==> config.mk <==
export PLATFORM = sky130hd
export DESIGN_NAME = bp_fpga_host_nbf_deframer
export DESIGN_NICKNAME = d
export VERILOG_FILES = /design/src/rtl/bp_fpga_host_nbf_deframer.sv
export SDC_FILE = /design/constraint.sdc
export NUM_CORES = 1
export LEC_CHECK = 0
export ABC_AREA = 1
export BUFFER_PORTS_ARGS = -buffer_cell sky130_fd_sc_hd__buf_4
export CORE_ASPECT_RATIO = 0.8
export CORE_MARGIN = 10
export CORE_UTILIZATION = 49
export DETAILED_ROUTE_END_ITERATION = 16
export GPL_ROUTABILITY_DRIVEN = 1
export PLACE_DENSITY_LB_ADDON = 0.25
export SLEW_MARGIN = 10
export SYNTH_ARGS = -nofsm -noshare
export SYNTH_HDL_FRONTEND = slang
export SYNTH_SLANG_ARGS = --single-unit
==> constraint.sdc <==
create_clock -name clk_i -period 1.58 [get_ports clk_i]
set_input_delay 0.316 -clock clk_i [delete_from_list [all_inputs] [get_ports clk_i]]
set_output_delay 0.316 -clock clk_i [all_outputs]
set_load 0.05 [all_outputs]
==> src/rtl/bp_fpga_host_nbf_deframer.sv <==
// Reassembles a UART byte stream into fixed-width NBF packets {data, addr, opcode}.
// Optional trailing XOR checksum, header-only control opcodes and inter-byte timeout.
//
// state  | meaning
// -------+---------------------------------------------------------------
// IDLE   | waiting for an opcode byte; running XOR and index cleared
// ADDR   | collecting address bytes, LSB first
// DATA   | collecting data bytes, LSB first
// CSUM   | waiting for the XOR checksum byte
// FULL   | packet presented on nbf_o until the consumer takes it
module bp_fpga_host_nbf_deframer #(
  parameter int nbf_addr_width_p = 40,
  parameter int nbf_data_width_p = 64,
  parameter int checksum_p       = 0,
  parameter int short_ctrl_p     = 0,
  parameter int timeout_cycles_p = 0,
  localparam int nbf_width_lp    = 8 + nbf_addr_width_p + nbf_data_width_p
) (
  input  logic                    clk_i,
  input  logic                    reset_n_i,
  input  logic [7:0]              byte_i,
  input  logic                    byte_v_i,
  output logic                    byte_ready_and_o,
  output logic [nbf_width_lp-1:0] nbf_o,
  output logic                    nbf_v_o,
  input  logic                    nbf_ready_and_i,
  output logic                    error_o,
  input  logic                    error_clr_i,
  output logic [15:0]             pkt_count_o
);

  localparam int addr_bytes_lp = nbf_addr_width_p / 8;
  localparam int data_bytes_lp = nbf_data_width_p / 8;
  localparam int max_bytes_lp  = (addr_bytes_lp > data_bytes_lp) ? addr_bytes_lp : data_bytes_lp;
  localparam int idx_width_lp  = $clog2(max_bytes_lp) + 1;
  localparam int tmo_width_lp  = (timeout_cycles_p > 1) ? $clog2(timeout_cycles_p) : 1;

  localparam logic [idx_width_lp-1:0] addr_last_lp = idx_width_lp'(addr_bytes_lp - 1);
  localparam logic [idx_width_lp-1:0] data_last_lp = idx_width_lp'(data_bytes_lp - 1);
  localparam logic [tmo_width_lp-1:0] tmo_load_lp  =
    tmo_width_lp'((timeout_cycles_p > 0) ? timeout_cycles_p - 1 : 0);

  typedef enum logic [2:0] {
    S_IDLE = 3'd0,
    S_ADDR = 3'd1,
    S_DATA = 3'd2,
    S_CSUM = 3'd3,
    S_FULL = 3'd4
  } state_e;

  state_e                      state_r, state_n;
  logic [7:0]                  opcode_r;
  logic [nbf_addr_width_p-1:0] addr_r;
  logic [nbf_data_width_p-1:0] data_r;
  logic [idx_width_lp-1:0]     idx_r;
  logic [7:0]                  xor_r;
  logic [tmo_width_lp-1:0]     tmo_r;
  logic                        error_r;
  logic [15:0]                 pkt_count_r;

  logic byte_accept, deliver, header_only, pkt_active, tmo_hit, csum_bad;

  assign byte_ready_and_o = (state_r != S_FULL);
  assign nbf_v_o          = (state_r == S_FULL);
  assign byte_accept      = byte_v_i & byte_ready_and_o;
  assign deliver          = nbf_v_o & nbf_ready_and_i;
  assign header_only      = (short_ctrl_p != 0) && (byte_i[7:4] == 4'hF);
  assign pkt_active       = (state_r == S_ADDR) || (state_r == S_DATA) || (state_r == S_CSUM);
  // Down-counter reaches zero on the last allowed idle cycle.
  assign tmo_hit          = (timeout_cycles_p != 0) && pkt_active && !byte_accept && (tmo_r == '0);
  assign csum_bad         = (state_r == S_CSUM) && byte_accept && (byte_i != xor_r);

  assign nbf_o       = {data_r, addr_r, opcode_r};
  assign error_o     = error_r;
  assign pkt_count_o = pkt_count_r;

  always_comb begin
    state_n = state_r;
    case (state_r)
      S_IDLE: begin
        if (byte_accept) begin
          if (header_only) state_n = (checksum_p != 0) ? S_CSUM : S_FULL;
          else             state_n = S_ADDR;
        end
      end
      S_ADDR: begin
        if (tmo_hit) state_n = S_IDLE;
        else if (byte_accept && (idx_r == addr_last_lp)) state_n = S_DATA;
      end
      S_DATA: begin
        if (tmo_hit) state_n = S_IDLE;
        else if (byte_accept && (idx_r == data_last_lp))
          state_n = (checksum_p != 0) ? S_CSUM : S_FULL;
      end
      S_CSUM: begin
        if (tmo_hit) state_n = S_IDLE;
        else if (byte_accept) state_n = csum_bad ? S_IDLE : S_FULL;
      end
      S_FULL: begin
        if (nbf_ready_and_i) state_n = S_IDLE;
      end
      default: state_n = S_IDLE;
    endcase
  end

  always_ff @(posedge clk_i or negedge reset_n_i) begin
    if (!reset_n_i) state_r <= S_IDLE;
    else            state_r <= state_n;
  end

  always_ff @(posedge clk_i or negedge reset_n_i) begin
    if (!reset_n_i) begin
      idx_r <= '0;
    end else if (state_n != state_r) begin
      idx_r <= '0;
    end else if (byte_accept && ((state_r == S_ADDR) || (state_r == S_DATA))) begin
      idx_r <= idx_r + idx_width_lp'(1);
    end
  end

  // Fields shift in from the top so the first byte ends up in the LSBs.
  always_ff @(posedge clk_i or negedge reset_n_i) begin
    if (!reset_n_i) begin
      opcode_r <= '0;
      addr_r   <= '0;
      data_r   <= '0;
      xor_r    <= '0;
    end else begin
      case (state_r)
        S_IDLE: begin
          if (byte_accept) begin
            opcode_r <= byte_i;
            addr_r   <= '0;
            data_r   <= '0;
            xor_r    <= byte_i;
          end else begin
            xor_r    <= '0;
          end
        end
        S_ADDR: begin
          if (byte_accept) begin
            addr_r <= (addr_r >> 8) | (nbf_addr_width_p'(byte_i) << (nbf_addr_width_p - 8));
            xor_r  <= xor_r ^ byte_i;
          end
        end
        S_DATA: begin
          if (byte_accept) begin
            data_r <= (data_r >> 8) | (nbf_data_width_p'(byte_i) << (nbf_data_width_p - 8));
            xor_r  <= xor_r ^ byte_i;
          end
        end
        default: ;
      endcase
    end
  end

  always_ff @(posedge clk_i or negedge reset_n_i) begin
    if (!reset_n_i) begin
      tmo_r <= tmo_load_lp;
    end else if (!pkt_active || byte_accept) begin
      tmo_r <= tmo_load_lp;
    end else if (tmo_r != '0) begin
      tmo_r <= tmo_r - tmo_width_lp'(1);
    end
  end

  // A new error event wins over a coincident clear.
  always_ff @(posedge clk_i or negedge reset_n_i) begin
    if (!reset_n_i)              error_r <= 1'b0;
    else if (tmo_hit || csum_bad) error_r <= 1'b1;
    else if (error_clr_i)        error_r <= 1'b0;
  end

  always_ff @(posedge clk_i or negedge reset_n_i) begin
    if (!reset_n_i)   pkt_count_r <= '0;
    else if (deliver) pkt_count_r <= pkt_count_r + 16'd1;
  end

endmodule

==> flow_summary.json, run 1 <==
{
  "synth_fa_ha_area_share_pct": 0.605,
  "yosysSeqAreaShare_pct": 58.1,
  "detailedRoute.firstIterationViolations": 365,
  "internal_power_mw": 9.21,
  "hold-path-cell-count": 2,
  "cp.required_ns": 1.26,
  "dpl.hpwl_um": 11600,
  "port_buffers": 143,
  "ir_worst_vdd_mv": 1.12,
  "viasPerCell": 5.05,
  "p_per_area_nw_per_um2": 1900,
  "syn_to_final_growth_pct": 34.7,
  "num_io_pins": 144,
  "skew_ns": 0.00837,
  "synth_seq_cells": 144,
  "syn-num-nets": 622,
  "maxCapViolCount": 0,
  "synth-compound-area-share_pct": 17.7,
  "cts_buffers": 17,
  "yosys.area_share.simple_pct": 10.9,
  "grt_start_max_net_pins": 52,
  "dpl.cell_count": 916,
  "path_class": "reg -> out",
  "routed_wirelength_um": 15700,
  "antenna_cells": 0,
  "whs_ns": 0.0769,
  "synth_top_family_by_area": "compound AO/OA/AOI/OAI gates",
  "worst-path-stages": 4,
  "first_pass_iters": 5,
  "yosysWarnings": 0,
  "start_util_pct": 50.4,
  "synth_cell_types": 30,
  "power_frac_comb_pct": 41.2,
  "clkSinkCount": 144,
  "synth_xor_area_share_pct": 2.54,
  "worst-path-buf-inv": 3,
  "utilization_pct": 68.0,
  "fin_nets": 786,
  "worst_slew_pin_slew_ns": 0.336,
  "grt_use_met3_pct": 5.89,
  "fmax_ghz": 0.625,
  "route.detailed.wl_per_inst_um": 16.5,
  "drc_errors": 0,
  "critPathCaptureType": "output port",
  "leakage_nw": 4.07,
  "muxShareOfSynthArea_pct": 0,
  "die-area_um2": 17600,
  "p_clk_share_pct": 26.8,
  "min_period_ns": 1.60,
  "avgSynthCellArea_um2": 10.2,
  "grt-ovfl-total": 0,
  "setup_viol": 2,
  "final_cells": 954,
  "fp.dieH_um": 121,
  "clockBufferDepth": 2,
  "slew-limit-headroom_pct": 77.6,
  "die_w_um": 146,
  "insertion_delay_ns": 0.42,
  "pwr-share-seq_pct": 32.0,
  "drive_gt1_share_pct": 34.5,
  "antenna_found_initial": 0,
  "syn_inst": 606,
  "cpMostUsedCell": "inv_2",
  "clk_pin_slew_ns": 0.06,
  "grt_pass1_vias": 4969,
  "finalHoldViolCount": 0,
  "use_met1_pct": 21.8,
  "fin_ws_ns": -0.0209,
  "status": "complete, but fails checks",
  "rsz0062_at_grt": "true",
  "failed_checks": "setup timing",
  "p_sw_mw": 6.64,
  "vias": 4822,
  "finalMaxSlewViolations": 0,
  "arrival_ns": 1.28,
  "post-route-period-util_pct": 101,
  "cts_tree": "yes",
  "grt_busiest_layer": "met2",
  "hold_class": "in -> reg",
  "r2r_cells": 6,
  "grt.total_usage_pct": 18.0,
  "grt_pass1_wl_um": 25600,
  "gp_congestion": 0.883,
  "rows": 36,
  "critPathTopFamily": "flip-flops",
  "fin_setup_tns_ns": -0.0357,
  "h-tree-depth": 4,
  "swShare_pct": 41.9,
  "slowest_delay_ns": 0.40,
  "synth_area_um2": 6200,
  "cts_root_buf": "clkbuf_16",
  "cp_max_fo": 5,
  "startpoint_type": "flop",
  "slowest_stage": "dfrtp_1",
  "pre_cts_ws_ns": 0.0215,
  "grt_util_met2_pct": 28.8,
  "crit_chain": "inv_2 -> nand3_4 -> inv_2 -> buf_8",
  "core_um2": 12300,
  "drt.antenna.violating_nets": 0
}
synthesized netlist by cell type:
library cell | instances | area [um^2]
buf_6 | 6 | 67.6
nand3_1 | 25 | 125
o211ai_1 | 1 | 7.51
o21ai_1 | 22 | 110
nand2_2 | 4 | 25.0
nor2_2 | 1 | 6.26
nor3_2 | 1 | 10.0
o22ai_1 | 42 | 263
o21ai_0 | 40 | 200
o22a_1 | 2 | 17.5
nand2_4 | 2 | 22.5
inv_1 | 121 | 454
o22ai_2 | 40 | 500
or2_1 | 1 | 6.26
clkinv_2 | 1 | 5.00
nand2_1 | 71 | 267
nor3_1 | 4 | 20.0
xor2_1 | 10 | 87.6
xnor2_1 | 8 | 70.1
clkbuf_1 | 3 | 11.3
nand4_1 | 4 | 25.0
nand3_4 | 1 | 17.5
nor2_8 | 1 | 20.0
nand4_2 | 1 | 12.5
inv_2 | 4 | 15.0
nor2_1 | 25 | 93.8
ha_1 | 3 | 37.5
dfrtp_1 | 144 | 3600
nor2_4 | 2 | 22.5
buf_2 | 16 | 80.1
cells by family (layout without fill, tap and decap cells):
| logic type | after synthesis | in the layout |
|---|---|---|
| compound gates | 147 | 147 |
| xor+xnor | 18 | 18 |
| fa+ha+maj | 3 | 3 |
| buf+inv | 151 | 328 |
| flops | 144 | 144 |
| simple gates | 143 | 143 |
power groups by stage:
stage / logic [mW] / registers [mW] / clock network (mW)
2_1_floorplan: 2.01 / 7.50 / 0
3_3_place_gp: 6.36 / 5.09 / 0
3_5_place_dp: 6.49 / 5.14 / 0
4_1_cts: 6.51 / 5.08 / 4.31
5_1_grt: 6.98 / 5.18 / 4.46
6_report: 6.53 / 5.07 / 4.25
routing by layer:
| metal | vias to the layer above | share of wire, % |
|---|---|---|
| li1 | 2313 | - |
| met1 | 2350 | 44 |
| met2 | 134 | 48 |
| met3 | 25 | 6.3 |
| met4 | 0 | 1.7 |
| met5 | - | 0 |
final timing paths:
| check | endpoint | slack [ns] | start |
|---|---|---|---|
| min in group asynchronous | xor_r[7] | 0.35 | reset_n_i |
| min reg2reg | opcode_r[6] | 0.49 | opcode_r[6] |
| min | error_o | 0.08 | error_clr_i |
| max | nbf_v_o | -0.02 | state_r[1] |
| max in group asynchronous | state_r[0] | 0.64 | reset_n_i |
| max reg2reg | pkt_count_o[7] | 0.04 | state_r[1] |
flip-flops by register name, summed over array words and instances, names as in the netlist:
register	cells
pkt_count_o	16
error_o	1
opcode_r	8
xor_r	8
addr_r	40
idx_r	4
data_r	64
state_r	3
stage by stage:
step           power, mW  area (um^2)
3_3_place_gp        11.5         7620
4_1_cts             15.9         8270
6_report            15.9         8360
3_5_place_dp        11.6         7620
5_1_grt             16.6         8360
2_1_floorplan       9.51         6220
timing repair:
item | in CTS | in global routing
endpoints found under the hold margin | 30 | 0
gates resized for setup | 3 | 15
pin swaps | 1 | 3
hold buffers | 1 | 0
endpoints found under the setup margin | 2 | 74
gates cloned | 0 | 0
setup buffers | 1 | 4
layout by cell type (no fill, tap or decap), types with 21 or more instances in the layout:
cell and count:
nand2_1 70, nand3_1 23, o21ai_0 40, nor2_1 21, inv_1 119, o22ai_2 40
dfrtp_1 142, o22ai_1 42, buf_4 157, o21ai_1 22
area by class of cell:
| class | instances | area [um^2] |
|---|---|---|
| Clock inverter | 13 | 184 |
| Inverter | 126 | 480 |
| Tap cell | 171 | 214 |
| Clock buffer | 19 | 443 |
| Multi-Input combinational cell | 311 | 2020 |
| Timing Repair Buffer | 170 | 1410 |
| Fill cell | 931 | 3940 |
| Sequential cell | 144 | 3610 |
Note: power is estimated with default switching activity, not from simulation.
==> run 2: changes to the inputs <==
- ABC_AREA: 1 -> 0
- CORE_UTILIZATION: 49 -> 48
==> run 2 against run 1 <==
  * The flow still finishes with violations (setup timing)
  * Core utilization grew 1.1 points
  * Global-route usage grew 0.61 points
  * Hold slack gained 0.021 ns
  * Final area shrank 3.4%
  * Final cell count shrank 19%
  * Fmax shrank 3.5%
  * Via count shrank 5.1%
  * Synthesized cell count shrank 27%
  * Sequential share of layout area grew 1.6 points
  * Count of clock-buffer cells in the layout grew 1
  * Wire length grew 4.6%
  * Critical path depth grew 1
==> flow_summary.json, run 2 <==
{
  "detailedRoute.firstIterationViolations": 338,
  "route.detailed.wl_per_inst_um": 21.3,
  "arrival_ns": 1.34,
  "p_sw_mw": 5.86,
  "drc_errors": 0,
  "yosysSeqAreaShare_pct": 61.8,
  "synthArstFlopShare_pct": 100,
  "finalMaxSlewViolations": 0,
  "synth_seq_cells": 144,
  "fin_ws_ns": -0.0782,
  "path_class": "reg -> out",
  "gp_congestion": 0.800,
  "antenna_cells": 0,
  "antenna_found_initial": 0,
  "final_cell_mix": "buf_4, dfrtp_1, a22o_1",
  "ir_worst_vdd_mv": 1.51,
  "synth_area_um2": 5830,
  "synth_cell_types": 42,
  "rsz0062_at_grt": "true",
  "cp_max_fo": 4,
  "clkSinkCount": 144,
  "grt-ovfl-total": 0,
  "core_um2": 11700,
  "ys.flop_type": "dfrtp_1",
  "startpoint_type": "flop",
  "maxCapViolCount": 0,
  "fp.dieH_um": 119,
  "dpl.hpwl_um": 10500,
  "clk_pin_slew_ns": 0.06,
  "final_common_cell": "buf_4",
  "hold_class": "in -> reg",
  "p_total_mw": 14.7,
  "insertion_delay_ns": 0.41,
  "port_buffers": 143,
  "grt_pass1_wl_um": 25600,
  "worst_slew_pin_slew_ns": 0.441,
  "clockBufferDepth": 2,
  "vias": 4576,
  "syn_inst": 444,
  "syn-num-nets": 460,
  "regMostFlops": "data_r",
  "setup_viol": 3,
  "leakage_nw": 4.02,
  "slowest_stage": "dfrtp_1",
  "post-route-period-util_pct": 105,
  "final_cell_area_um2": 8080,
  "synthTopCellsByArea": "dfrtp_1, a22o_1, xnor2_1",
  "critPathCaptureType": "output port",
  "viasPerCell": 5.93,
  "synth-edff-count": 0,
  "min_period_ns": 1.66,
  "grt.total_usage_pct": 18.6,
  "cp.required_ns": 1.26,
  "fin_nets": 627,
  "cts_root_buf": "clkbuf_16",
  "h-tree-depth": 4,
  "synth_top_area_share_pct": 61.8,
  "first_pass_iters": 5,
  "dpl_cell_area_um2": 7160,
  "p_per_area_nw_per_um2": 1820,
  "cts_buffers": 17,
  "largest_reg_flops": 64,
  "skew_ns": 0.00892,
  "cts_tree": "yes",
  "die_w_um": 143,
  "status": "complete, but fails checks",
  "p_clk_share_pct": 26.8,
  "slowest_delay_ns": 0.41,
  "num_io_pins": 144,
  "power_frac_comb_pct": 37.8,
  "swShare_pct": 39.9,
  "slew-limit-headroom_pct": 70.6,
  "internal_power_mw": 8.83,
  "yosysWarnings": 0,
  "start_util_pct": 49.9,
  "routed_wirelength_um": 16500,
  "pwr-share-seq_pct": 35.4,
  "rows": 35,
  "synth_top_cell_by_area": "dfrtp_1",
  "drt.antenna.violating_nets": 0,
  "drive_gt1_share_pct": 40.2,
  "failed_checks": "setup timing",
  "syn_to_final_growth_pct": 38.5,
  "whs_ns": 0.0979,
  "synth_common_cells": "dfrtp_1, a22o_1, xnor2_1, buf_2, nand3_1",
  "finalHoldViolCount": 0,
  "avgSynthCellArea_um2": 13.1,
  "yosysMostFrequentCell": "dfrtp_1",
  "die-area_um2": 17000,
  "fmax_ghz": 0.603,
  "crit_chain": "buf_12 -> clkinv_8 -> nand3_4 -> clkinvlp_4 -> buf_8",
  "grt_start_max_net_pins": 65,
  "grt_pass1_vias": 4667
}
-- run 2: cell types whose count changed in the layout (fill, tap and decap cells not counted), sizes merged, moves of 11 or more --
cell and change:
o21ai -61, a21oi +12, nand3 -11, nor2 -17, nand2 -64, a22o +104, inv -120, o22ai -73
xnor2 +13
-- run 2: cell families after synthesis --
group / synth area share (%)
multiplexers: 1.89
AO/OA/AOI/OAI: 20.6
XOR/XNOR: 3.91
flip-flops: 61.8
buffers and inverters: 4.01
AND/OR/NAND/NOR: 7.15
adder cells (fa/ha/maj): 0.644
-- run 2: metrics by stage --
step	util [%]	cells	setup WS, ns	TNS [ns]
6_report	69.1	772	-0.0782	-0.146
5_1_grt	69.1	772	-0.123	-1.33
4_1_cts	67.3	764	-0.0878	-0.196
3_5_place_dp	61.2	723	-0.0192	-0.0882
3_3_place_gp	61.2	723	0.0474	0
2_1_floorplan	-	444	-0.0608	-0.0631
-- run 2: area by class of cell --
type                       instances  area [um^2]
inverter                           8         50.0
sequential                       144         3610
clock inverter                    12          135
multi-input combinational        260         2120
timing repair buffer             180         1520
fill                             844         3620
clock buffer                      20          447
tap                              148          185
-- run 2: power by group through the flow --
stage	Combinational (mW)	Sequential, mW	Clock, mW
6_report	5.55	5.19	3.94
3_3_place_gp	5.19	5.17	0
5_1_grt	5.87	5.29	4.19
3_5_place_dp	5.27	5.19	0
2_1_floorplan	1.55	7.12	0
4_1_cts	5.36	5.17	4.02
-- run 2: worst paths after layout --
path | slack [ns] | depth (start not counted) | endpoint | startpoint
max | -0.08 | 5 | nbf_v_o | state_r[0]
min | 0.1 | 2 | error_o | error_clr_i
max reg2reg | -0.03 | 4 | pkt_count_o[12] | state_r[1]
min reg2reg | 0.49 | 1 | pkt_count_o[7] | pkt_count_o[7]
max in group asynchronous | 0.57 | 3 | data_r[55] | reset_n_i
min in group asynchronous | 0.38 | 2 | pkt_count_o[5] | reset_n_i
-- run 2: critical path: cells and delay by family, from the launching register on --
family / cells / cell delay (ns)
simple gates: 1 / 0.08
flops: 1 / 0.41
buf+inv: 4 / 0.44
-- run 2: repair_timing --
item	4_1_cts	5_1_grt
hold buffers	1	0
setup endpoints to repair	11	134
gates resized for setup	10	23
gates cloned	1	3
buffers inserted	7	5
endpoints found under the hold margin	37	0
pin swaps	2	3
-- run 2: metal layers --
metal	vias to the layer above	GRT usage (%)	wire length, um
li1	2025	-	-
met4	0	6.75	225
met2	191	26.5	7570
met5	-	0	0
met1	2346	24.5	7010
met3	14	8.04	1650
==> run 3: changes to the inputs <==
- CTS_BUF_LIST: default -> sky130_fd_sc_hd__clkbuf_16
==> run 3 against run 2 <==
  * The run still ends with setup timing left
  * Register-to-register slack about the same
  * Final area shrank 0.12%
  * Flip-flop and latch count unchanged
  * Power shrank 0.43%
  * Wire length hardly changed
  * Global-route usage rose by 0.076 points
  * Sequential share of layout area is 0.056 points higher
  * First-iteration DRC count rose by 2.4%
  * Hold slack about the same
  * Clock power is 1% lower
==> flow_summary.json, run 3 (synthesis gave the netlist of run 2 again) <==
{
  "dpl.hpwl_um": 10500,
  "drc_errors": 0,
  "regArea_um2": 3610,
  "syn_to_final_growth_pct": 38.4,
  "fin_ws_ns": -0.0672,
  "final_common_cell": "buf_4",
  "maxCapViolCount": 0,
  "status": "complete, but fails checks",
  "grt_pass1_vias": 4678,
  "path_class": "reg -> out",
  "clockBufferDepth": 2,
  "p_per_area_nw_per_um2": 1810,
  "route.detailed.wl_per_inst_um": 21.3,
  "num_io_pins": 144,
  "hold_class": "in -> reg",
  "h-tree-depth": 4,
  "core_um2": 11700,
  "routed_wirelength_um": 16500,
  "largest_reg_flops": 64,
  "startpoint_type": "flop",
  "whs_ns": 0.0979,
  "slew-limit-headroom_pct": 70.5,
  "setup_viol": 3,
  "critPathCaptureType": "output port",
  "final_cell_area_um2": 8070,
  "arrival_ns": 1.33,
  "worst_slew_pin_slew_ns": 0.442,
  "first_pass_iters": 5,
  "rows": 35,
  "slowest_stage": "dfrtp_1",
  "fin_nets": 627,
  "grt_pass1_wl_um": 25600,
  "die_w_um": 143,
  "drive_gt1_share_pct": 40.1,
  "multi_input_area_um2": 2120,
  "routed.top_layer": "met4",
  "detailedRoute.firstIterationViolations": 346,
  "drt.antenna.violating_nets": 0,
  "met2_length_um": 7560,
  "post-route-period-util_pct": 104,
  "dpl_cell_area_um2": 7160,
  "route.met3.wl_um": 1520,
  "cp.required_ns": 1.26,
  "skew_ns": 0.0145,
  "fp.dieH_um": 119,
  "fillers": 849,
  "cts_root_buf": "clkbuf_16",
  "m1WireLength_um": 7160,
  "crit_chain": "buf_12 -> clkinv_8 -> nand3_4 -> clkinvlp_4 -> buf_8",
  "start_util_pct": 49.9,
  "fmax_ghz": 0.607,
  "viasPerCell": 5.96,
  "leakage_nw": 4.03,
  "cts_tree": "yes",
  "clk_pin_slew_ns": 0.06,
  "slowest_delay_ns": 0.41,
  "failed_checks": "setup timing",
  "ir_worst_vdd_mv": 1.52,
  "port_buffers": 143,
  "min_period_ns": 1.65,
  "insertion_delay_ns": 0.42,
  "antenna_cells": 0,
  "finalMaxSlewViolations": 0,
  "finalHoldViolCount": 0,
  "regMostFlops": "data_r",
  "grt-ovfl-total": 0,
  "cts_buffers": 17,
  "rsz0062_at_grt": "true",
  "gp_congestion": 0.800,
  "clkSinkCount": 144,
  "die-area_um2": 17000,
  "final_cell_mix": "buf_4, dfrtp_1, a22o_1",
  "cp_max_fo": 4,
  "grt_start_max_net_pins": 65,
  "grt.total_usage_pct": 18.6,
  "vias": 4603,
  "antenna_found_initial": 0
}
-- run 3: metal layers --
metal  vias to the layer above  track usage (%)
li1                       2025                -
met5                         -                0
met2                       184             26.5
met4                         0             6.94
met1                      2380             24.6
met3                        14             8.04
-- run 3: report_power, final --
group          switching, mW  leakage (nW)  internal (mW)
sequential             0.737          1.91           4.45
clock                   1.57         0.287           2.32
combinational           3.55          1.82           2.00
-- run 3: through the flow --
step | instances | setup WS, ns | utilization [%] | TNS (ns) | total power [mW]
4_1_cts | 764 | -0.0889 | 67.2 | -0.199 | 14.5
3_5_place_dp | 723 | -0.0192 | 61.2 | -0.0882 | 10.5
6_report | 772 | -0.0672 | 69.0 | -0.124 | 14.6
2_1_floorplan | 444 | -0.0608 | - | -0.0631 | 8.67
5_1_grt | 772 | -0.121 | 69.0 | -1.29 | 15.3
3_3_place_gp | 723 | 0.0474 | 61.2 | 0 | 10.4
-- run 3: worst max-delay path: cells and delay by family, from the launching register on --
family | cells | cell delay, ns
flip-flops | 1 | 0.41
AND/OR/NAND/NOR | 1 | 0.08
buffers and inverters | 4 | 0.43
-- run 3: repair_timing --
action                                  4_1_cts  5_1_grt
hold endpoints to repair                     37        0
buffers inserted                              7        5
resized for setup                            10       23
hold buffers                                  1        0
endpoints found under the setup margin       11      134
pin swaps                                     2        3
cloned                                        1        3
-- run 3: area by class of cell --
cell class / count / share of cell area [%]
clock buffers: 17 / 5.27
clock inverters: 15 / 1.81
repair buffers: 180 / 18.9
multi-input cells: 260 / 26.3
flip-flops and latches: 144 / 44.8
well taps: 148 / 2.30
inverters: 8 / 0.620
-- run 3: path summary, 6_finish.rpt --
path / start / end / slack [ns] / cells after the start
hold / removal: error_clr_i / error_o / 0.1 / 2
setup / recovery: state_r[0] / nbf_v_o / -0.07 / 5
hold reg to reg: pkt_count_o[7] / pkt_count_o[7] / 0.49 / 1
min in group asynchronous: reset_n_i / pkt_count_o[5] / 0.38 / 2
setup reg to reg: state_r[1] / pkt_count_o[12] / -0.03 / 4
max in group asynchronous: reset_n_i / data_r[55] / 0.57 / 3
